==> config.mk <==
export PLATFORM = sky130hd
export DESIGN_NAME = race_tree_ctrl
export DESIGN_NICKNAME = d
export VERILOG_FILES = /design/src/rtl/race_tree_ctrl.sv
export SDC_FILE = /design/constraint.sdc
export NUM_CORES = 1
export LEC_CHECK = 0
export BUFFER_PORTS_ARGS = -buffer_cell sky130_fd_sc_hd__buf_2
export CAP_MARGIN = 20
export CORE_MARGIN = 2
export CORE_UTILIZATION = 50
export CTS_CLUSTER_DIAMETER = 200
export CTS_CLUSTER_SIZE = 25
export DETAILED_ROUTE_END_ITERATION = 16
export GPL_TIMING_DRIVEN = 0
export HOLD_SLACK_MARGIN = 0.02
export PLACE_DENSITY = 0.72
export RECOVER_POWER = 50
export SETUP_SLACK_MARGIN = 0.2
export SYNTH_ARGS = -nofsm -noshare
export SYNTH_HDL_FRONTEND = slang
export SYNTH_SLANG_ARGS = --single-unit
==> constraint.sdc <==
create_clock -name clk -period 3.6 [get_ports clk]
set_clock_uncertainty 0.1 [all_clocks]
set_input_delay 0.18 -clock clk [delete_from_list [all_inputs] [get_ports clk]]
set_output_delay 0.18 -clock clk [all_outputs]
set_load 0.005 [all_outputs]
==> src/rtl/race_tree_ctrl.sv <==
// Multi-lane drag-race start tree: red, sequential or simultaneous amber stages, green,
// with per-lane false-start detection and reaction-time capture. Every output is a flop.
module race_tree_ctrl #(
  parameter int unsigned LANES       = 2,
  parameter int unsigned AMBERS      = 3,
  parameter int unsigned AMBER_TICKS = 8,
  parameter int unsigned CNT_W       = 16
) (
  input  logic                   clk,
  input  logic                   reset,
  input  logic                   start,
  input  logic                   pro_mode,
  input  logic [LANES-1:0]       staged,
  input  logic [LANES-1:0]       launch,
  output logic                   red,
  output logic [AMBERS-1:0]      amber,
  output logic                   green,
  output logic [LANES-1:0]       foul,
  output logic [LANES-1:0]       react_valid,
  output logic [LANES*CNT_W-1:0] react_time,
  output logic                   busy
);

  localparam int unsigned STEP_W = (AMBERS > 1) ? $clog2(AMBERS) : 1;
  localparam int unsigned TICK_W = (AMBER_TICKS > 1) ? $clog2(AMBER_TICKS) : 1;
  localparam logic [STEP_W-1:0] STEP_LAST = STEP_W'(AMBERS - 1);
  localparam logic [TICK_W-1:0] TICK_LAST = TICK_W'(AMBER_TICKS - 1);
  localparam logic [CNT_W-1:0]  CNT_MAX   = '1;

  typedef enum logic [2:0] {
    S_IDLE, S_STAGE_WAIT, S_AMBER, S_GREEN, S_DONE
  } state_t;

  state_t                   state, state_nx;
  logic [STEP_W-1:0]        step, step_nx;
  logic [TICK_W-1:0]        tick, tick_nx;
  logic [CNT_W-1:0]         cnt, cnt_nx;
  logic                     pro, pro_nx;
  logic [LANES-1:0]         foul_nx, react_valid_nx;
  logic [LANES*CNT_W-1:0]   react_time_nx;
  logic                     red_nx, green_nx, busy_nx;
  logic [AMBERS-1:0]        amber_nx;

  // State, counters and registered outputs
  always_ff @(posedge clk or negedge reset) begin
    if (!reset) begin
      state       <= S_IDLE;
      step        <= '0;
      tick        <= '0;
      cnt         <= '0;
      pro         <= 1'b0;
      red         <= 1'b1;
      amber       <= '0;
      green       <= 1'b0;
      foul        <= '0;
      react_valid <= '0;
      react_time  <= '0;
      busy        <= 1'b0;
    end else begin
      state       <= state_nx;
      step        <= step_nx;
      tick        <= tick_nx;
      cnt         <= cnt_nx;
      pro         <= pro_nx;
      red         <= red_nx;
      amber       <= amber_nx;
      green       <= green_nx;
      foul        <= foul_nx;
      react_valid <= react_valid_nx;
      react_time  <= react_time_nx;
      busy        <= busy_nx;
    end
  end

  // Next state, counters, lane results; lights are decoded from the next state
  always_comb begin
    state_nx       = state;
    step_nx        = step;
    tick_nx        = tick;
    cnt_nx         = cnt;
    pro_nx         = pro;
    foul_nx        = foul;
    react_valid_nx = react_valid;
    react_time_nx  = react_time;
    red_nx         = 1'b0;
    amber_nx       = '0;
    green_nx       = 1'b0;
    busy_nx        = 1'b0;

    case (state)
      S_IDLE, S_DONE: begin
        if (start) begin
          state_nx       = S_STAGE_WAIT;
          pro_nx         = pro_mode;
          foul_nx        = '0;
          react_valid_nx = '0;
          react_time_nx  = '0;
        end
      end
      S_STAGE_WAIT: begin
        if (&staged) begin
          state_nx = S_AMBER;
          step_nx  = '0;
          tick_nx  = '0;
        end
      end
      S_AMBER: begin
        foul_nx = foul | launch;
        if (tick == TICK_LAST) begin
          tick_nx = '0;
          if (pro || step == STEP_LAST) begin
            state_nx = S_GREEN;
            cnt_nx   = '0;
          end else begin
            step_nx = step + STEP_W'(1);
          end
        end else begin
          tick_nx = tick + TICK_W'(1);
        end
      end
      S_GREEN: begin
        for (int i = 0; i < LANES; i++) begin
          if (launch[i] && !foul[i] && !react_valid[i]) begin
            react_valid_nx[i]            = 1'b1;
            react_time_nx[i*CNT_W +: CNT_W] = cnt;
          end
        end
        cnt_nx = (cnt == CNT_MAX) ? cnt : cnt + CNT_W'(1);
        // Same-edge captures count, so a fully resolved race lands in DONE immediately
        if ((&(foul | react_valid_nx)) || cnt == CNT_MAX) begin
          state_nx = S_DONE;
        end
      end
      default: state_nx = S_IDLE;
    endcase

    case (state_nx)
      S_IDLE:       red_nx = 1'b1;
      S_STAGE_WAIT: begin
        red_nx  = 1'b1;
        busy_nx = 1'b1;
      end
      S_AMBER: begin
        amber_nx = pro_nx ? '1 : (AMBERS'(1) << step_nx);
        busy_nx  = 1'b1;
      end
      S_GREEN: begin
        green_nx = 1'b1;
        busy_nx  = 1'b1;
      end
      S_DONE:       red_nx = |foul_nx;
      default:      red_nx = 1'b1;
    endcase
  end

endmodule

# [Word-level counts from Yosys, hierarchy flattened]
# Index checks and enable logic that the tools add are counted.
[word_totals] ff_bits=67 out_inout_bits=42
[op_classes] addsub=3 eq_ne=18 n_shift=1 muxes=36 bitwise=2 reduce_logical=25
[ops] op="$mux 16" n=5
[ops] op="$pmux 32 s2" n=1
[ops] op="$mux 32" n=1
[ops] op="$pmux 16 s2" n=1
[ops] op="$mux 3" n=9
[ops] op="$add 16x1->16 const B" n=1
[ops] op="$eq 16x16->1 const B" n=1
[ops] op="$ne 2x2->1 const B" n=7
[ops] op="$eq 3x2->1 const B" n=4
[ops] op="$pmux 2 s2" n=3
[ops] op="$pmux 3 s4" n=1
[ops] op="$mux 2" n=5
[ops] op="$eq 3x3->1 const B" n=3
[ops] op="$mux 1" n=8
[ops] op="$reduce_and 2->1" n=4
[ops] op="$eq 3x1->1 const B" n=2
[ops] op="$pmux 3 s2" n=1
[ops] op="$reduce_and 3->1" n=2
[ops] op="$reduce_bool 2->1" n=3
[ops] op="$reduce_or 2->1" n=3
[ops] op="$logic_and 1x1->1" n=4
[ops] op="$logic_not 1->1" n=4
[ops] op="$or 2x2->2" n=2
[ops] op="$reduce_and 4->1" n=1
[ops] op="other kinds (8)" n=9

# [Longest topological paths before layout]
[logic_depth] ltp_word=13 ltp_mapped=7 ltp_nobuf=6

# [Worst setup path after synthesis]
# Ideal clock, no wire load.
[synth_timing] path_type="reg-to-reg" startpoint="register step[0]" endpoint="register amber[1]" t_arrival_ns=1.655 t_required_ns=3.375 path_slack_ns=1.720 path_stages_with_launch=7 cell_sequence="dfrtp_1 inv_1 ha_1 or2_2 nand3_1 o21ai_1 a2111oi_0"
[synth_via] elab_chain_cells=8
[synth_lines] item="start: declaration" line_no="35" source="logic [STEP_W-1:0] step, step_nx;"
[synth_lines] item="start signal: assignment" line_no="61" source="step <= step_nx;"
[synth_lines] item="parallel branches: the longest is 7 deep, another holds $add 2x1->2"
[synth_lines] item="$mux 3 (*)" line_no="137" source="case (state_nx)"
[synth_lines] item="named net amber_nx[1]" line_no="42" source="logic [AMBERS-1:0] amber_nx;"
[synth_lines] item="end signal: assignment" line_no="66" source="amber <= amber_nx;"
[synth_lines] item="end: declaration" line_no="16" source="output logic [AMBERS-1:0] amber,"
# Mark *: on every way through the listed nets, which the timed path passes.
# A chain may end at the register's enable or synchronous reset.

# [Worst setup path after layout]
# Ends and elaborated chain as after synthesis.

==> reports/results.ini <==
[status]
run_status=finished, violations left
violated_checks=max-capacitance violations, max-slew violations

[sta]
timing.hold.ws_ps=39.0
final_hold_viol_count=0
slew-limit-headroom_pct=-8.92
setup_tns_ps=0
setup_ws_ps=1310
final-setup-viol-count=0
grt_setup_unrepaired=no
final_period_minus_worst_setup_slack_ps=2290
timing.final.max_slew_violations=68
tightest_slew_ps=1630
fin_crit_sh_pct=63.7
fmaxAchievable_ghz=0.436

[grt]
grt_pass1_wl_um=12000
grt_antenna_before_repair=0
grt_overflow_total=0
grt_pass1_vias=2403
grtUsageTotal_pct=21.7
pin_count_of_the_biggest_net_entering_global_routing=68

[synthesis]
area_share_of_the_largest_cell_type_after_synthesis_pct=51.6
synth-edff-count=0
syn-instance-count=324
syn-cell-area_um2=3200
yosys.cell_types.count=55
ys_dominant_reg_cell=sky130_fd_sc_hd__dfrtp_1
ys_seq_elements=67
synth.top_cells.by_area=sky130_fd_sc_hd__dfrtp_1, sky130_fd_sc_hd__nand2_1, sky130_fd_sc_hd__o21ai_0, sky130_fd_sc_hd__nand3_1, sky130_fd_sc_hd__inv_1
synthesis.area_per_instance_um2=9.87
yosys.area.top_type=sky130_fd_sc_hd__dfrtp_1
synth-seq-area-share_pct=52.5
mappedNetlistNets=336
synthArstFlopShare_pct=100
ys.warnings.count=0

[cts]
post_cts.repair.setup_buffers=0
clock_path_buffers=2
ctsHtreeMaxLevel=3
post_cts_resize_count=0
cts_root_buf=sky130_fd_sc_hd__clkbuf_8
clk_pin_slew_ps=60
cts-buffers-inserted=9
tritoncts_clock_tree=done
worst_skew_pair.late_latency_ps=350
numClockSinks=67

[layout]
final_area_um2=3740
layout.core_utilization_pct=59.5
area_growth_pct=16.8
final_cell_count_no_fill=468
final_layout_size_suffix_gt1_share_pct=18.9
number_of_filler_cells_placed_in_the_layout=577
antennaDiodeCount=0
fin_nets=399

[floorplanning]
coreArea_um2=6280
rows=29
die_footprint_um2=7050
floorplan.initialDensity_pct=50.9
design.portCount=50
die_height_um=84.0
die_w_um=84.0

[power]
internal_power_mw=1.45
cellLeakagePower_nw=1.70
comb_power_share_pct=29.2
power.density_cell_area_nw_per_um2=598
sequentialPowerShare_pct=45.1
p_sw_share_pct=34.9
max-vdd-ir-drop_mv=0.377
total_power_after_layout_mw=2.23
clock_power_share_pct=25.7
switching_power_uw=780

[worst_setup_path]
ff2ff_setup_slack_ps=1310
worstSetupStartpointType=flip-flop
arrival_ps=2400
criticalPathCategory=flip-flop to flip-flop
critical_path.cell_chain=inv_1 -> ha_1 -> or2_2 -> nand3_1 -> o21ai_1 -> a2111oi_0
cp_top_family=compound AO/OA/AOI/OAI gates
worst_path_max_delay_cell=sky130_fd_sc_hd__a2111oi_0
crit_path_max_fanout=7
timing.critical_path.buf_inv=1
worstSetupEndpointType=flip-flop
required_ps=3710
critical_path.max_stage_delay_ps=460

[flow_run]
maxCapViolations=1

[route]
dr_total_vias=2570
number_of_search_and_repair_iterations_in_the_first_detailed_routing_pass=4
routed_wire_length_per_instance_um=15.1
drt_drc_violations_left=0
finalWirelength_um=7060
post_drt_via_cell_ratio=5.49
drt-initial-drc-count=141
antenna_violating_nets_post_route=0

[place]
placed_cells=450
pre_cts_ws_ps=1280
place_hpwl_um=5000
postPlaceCellArea_um2=3540
buffer_ports.inserted=49
routability_congestion_estimate=0.885

[hold_path]
hold_class=primary input to flip-flop

-- synth_stat cells (3+ instances only) --
cell                       instances
sky130_fd_sc_hd__ha_1              4
sky130_fd_sc_hd__nor3_1            5
sky130_fd_sc_hd__nor2_1            6
sky130_fd_sc_hd__or3_1             3
sky130_fd_sc_hd__o31ai_1           8
sky130_fd_sc_hd__buf_2             4
sky130_fd_sc_hd__inv_1            25
sky130_fd_sc_hd__o21ai_0          35
sky130_fd_sc_hd__nor3b_1           3
sky130_fd_sc_hd__mux2i_1           8
sky130_fd_sc_hd__nand3_1          22
sky130_fd_sc_hd__or2_2             3
sky130_fd_sc_hd__a21oi_1          12
sky130_fd_sc_hd__a22o_1            5
sky130_fd_sc_hd__nand2_1          48
sky130_fd_sc_hd__dfrtp_1          66
sky130_fd_sc_hd__clkbuf_1         12
sky130_fd_sc_hd__or4_1             9
-- worst min-delay path, cell delays in order --
cell and delay [ps]:
sky130_fd_sc_hd__buf_2 100, sky130_fd_sc_hd__or4b_2 130, sky130_fd_sc_hd__nand2_1 40
-- sequential cells by signal (all words and copies together) (netlist names) --
register	count
react_valid	2
state	3
step	2
pro	1
red	1
green	1
busy	1
amber	3
foul	2
cnt	16
tick	3
react_time	32
-- layer usage --
layer	up-vias	GRT usage, %	wire length (um)
met5	-	0	0
met4	0	9.68	127
met3	10	5.24	364
met2	59	33.6	3290
met1	1224	29.0	3270
li1	1277	-	-
-- logic make-up (layout without fill, tap and decap cells) --
logic type / Yosys count / in the layout / synth area share [%]
flops: 67 / 67 / 52.5
compound gates: 77 / 77 / 15.5
fa+ha+maj: 4 / 4 / 1.57
buf+inv: 43 / 110 / 5.32
simple gates: 124 / 124 / 22.3
mux: 9 / 9 / 2.86
-- what timing repair did --
action,CTS,global route
hold endpoints to repair,68,0
setup endpoints to repair,0,0
hold buffers,3,0
-- layout make-up --
type | instances | area [um2] | share of cell area (%)
sequential | 67 | 1680 | 44.9
multi-input combinational | 214 | 1350 | 36.1
timing repair buffer | 52 | 263 | 7.03
clock buffer | 13 | 169 | 4.52
tap | 77 | 96.3 | 2.58
inverter | 25 | 93.8 | 2.51
buffer | 18 | 76.3 | 2.04
clock inverter | 2 | 10.0 | 0.268
-- power by group through the flow --
| stage | Clock [mW] | Sequential (mW) | Combinational [mW] |
|---|---|---|---|
| 2_1_floorplan | 0 | 1.01 | 0.434 |
| 3_3_place_gp | 0 | 1.01 | 0.641 |
| 3_5_place_dp | 0 | 1.02 | 0.659 |
| 4_1_cts | 0.590 | 1.01 | 0.666 |
| 5_1_grt | 0.619 | 1.03 | 0.732 |
| 6_report | 0.574 | 1.01 | 0.651 |
-- final timing paths --
path	from	to	depth (start not counted)
max	step[0]	amber[1]	6
min	start	state[2]	3
max reg2reg	step[0]	amber[1]	6
min reg2reg	tick[1]	tick[1]	1
max in group asynchronous	reset	cnt[1]	2
min in group asynchronous	reset	tick[2]	2
-- cell usage in the layout, fill, tap and decap left out, types with 3 or more instances in the layout --
cell / n
sky130_fd_sc_hd__dfrtp_1: 66
sky130_fd_sc_hd__buf_2: 42
sky130_fd_sc_hd__mux2i_1: 8
sky130_fd_sc_hd__a21oi_1: 12
sky130_fd_sc_hd__a22o_1: 5
sky130_fd_sc_hd__ha_1: 4
sky130_fd_sc_hd__or2_2: 3
sky130_fd_sc_hd__clkbuf_8: 12
sky130_fd_sc_hd__inv_1: 25
sky130_fd_sc_hd__nand3_1: 22
sky130_fd_sc_hd__o21ai_0: 35
sky130_fd_sc_hd__or4_1: 9
sky130_fd_sc_hd__nor3b_1: 3
sky130_fd_sc_hd__nand2_1: 48
sky130_fd_sc_hd__nor3_1: 5
sky130_fd_sc_hd__clkbuf_1: 23
sky130_fd_sc_hd__nor2_1: 6
sky130_fd_sc_hd__dlygate4sd3_1: 3
sky130_fd_sc_hd__or3_1: 3
sky130_fd_sc_hd__o31ai_1: 8
No activity file was read; power rests on OpenSTA's default activity.
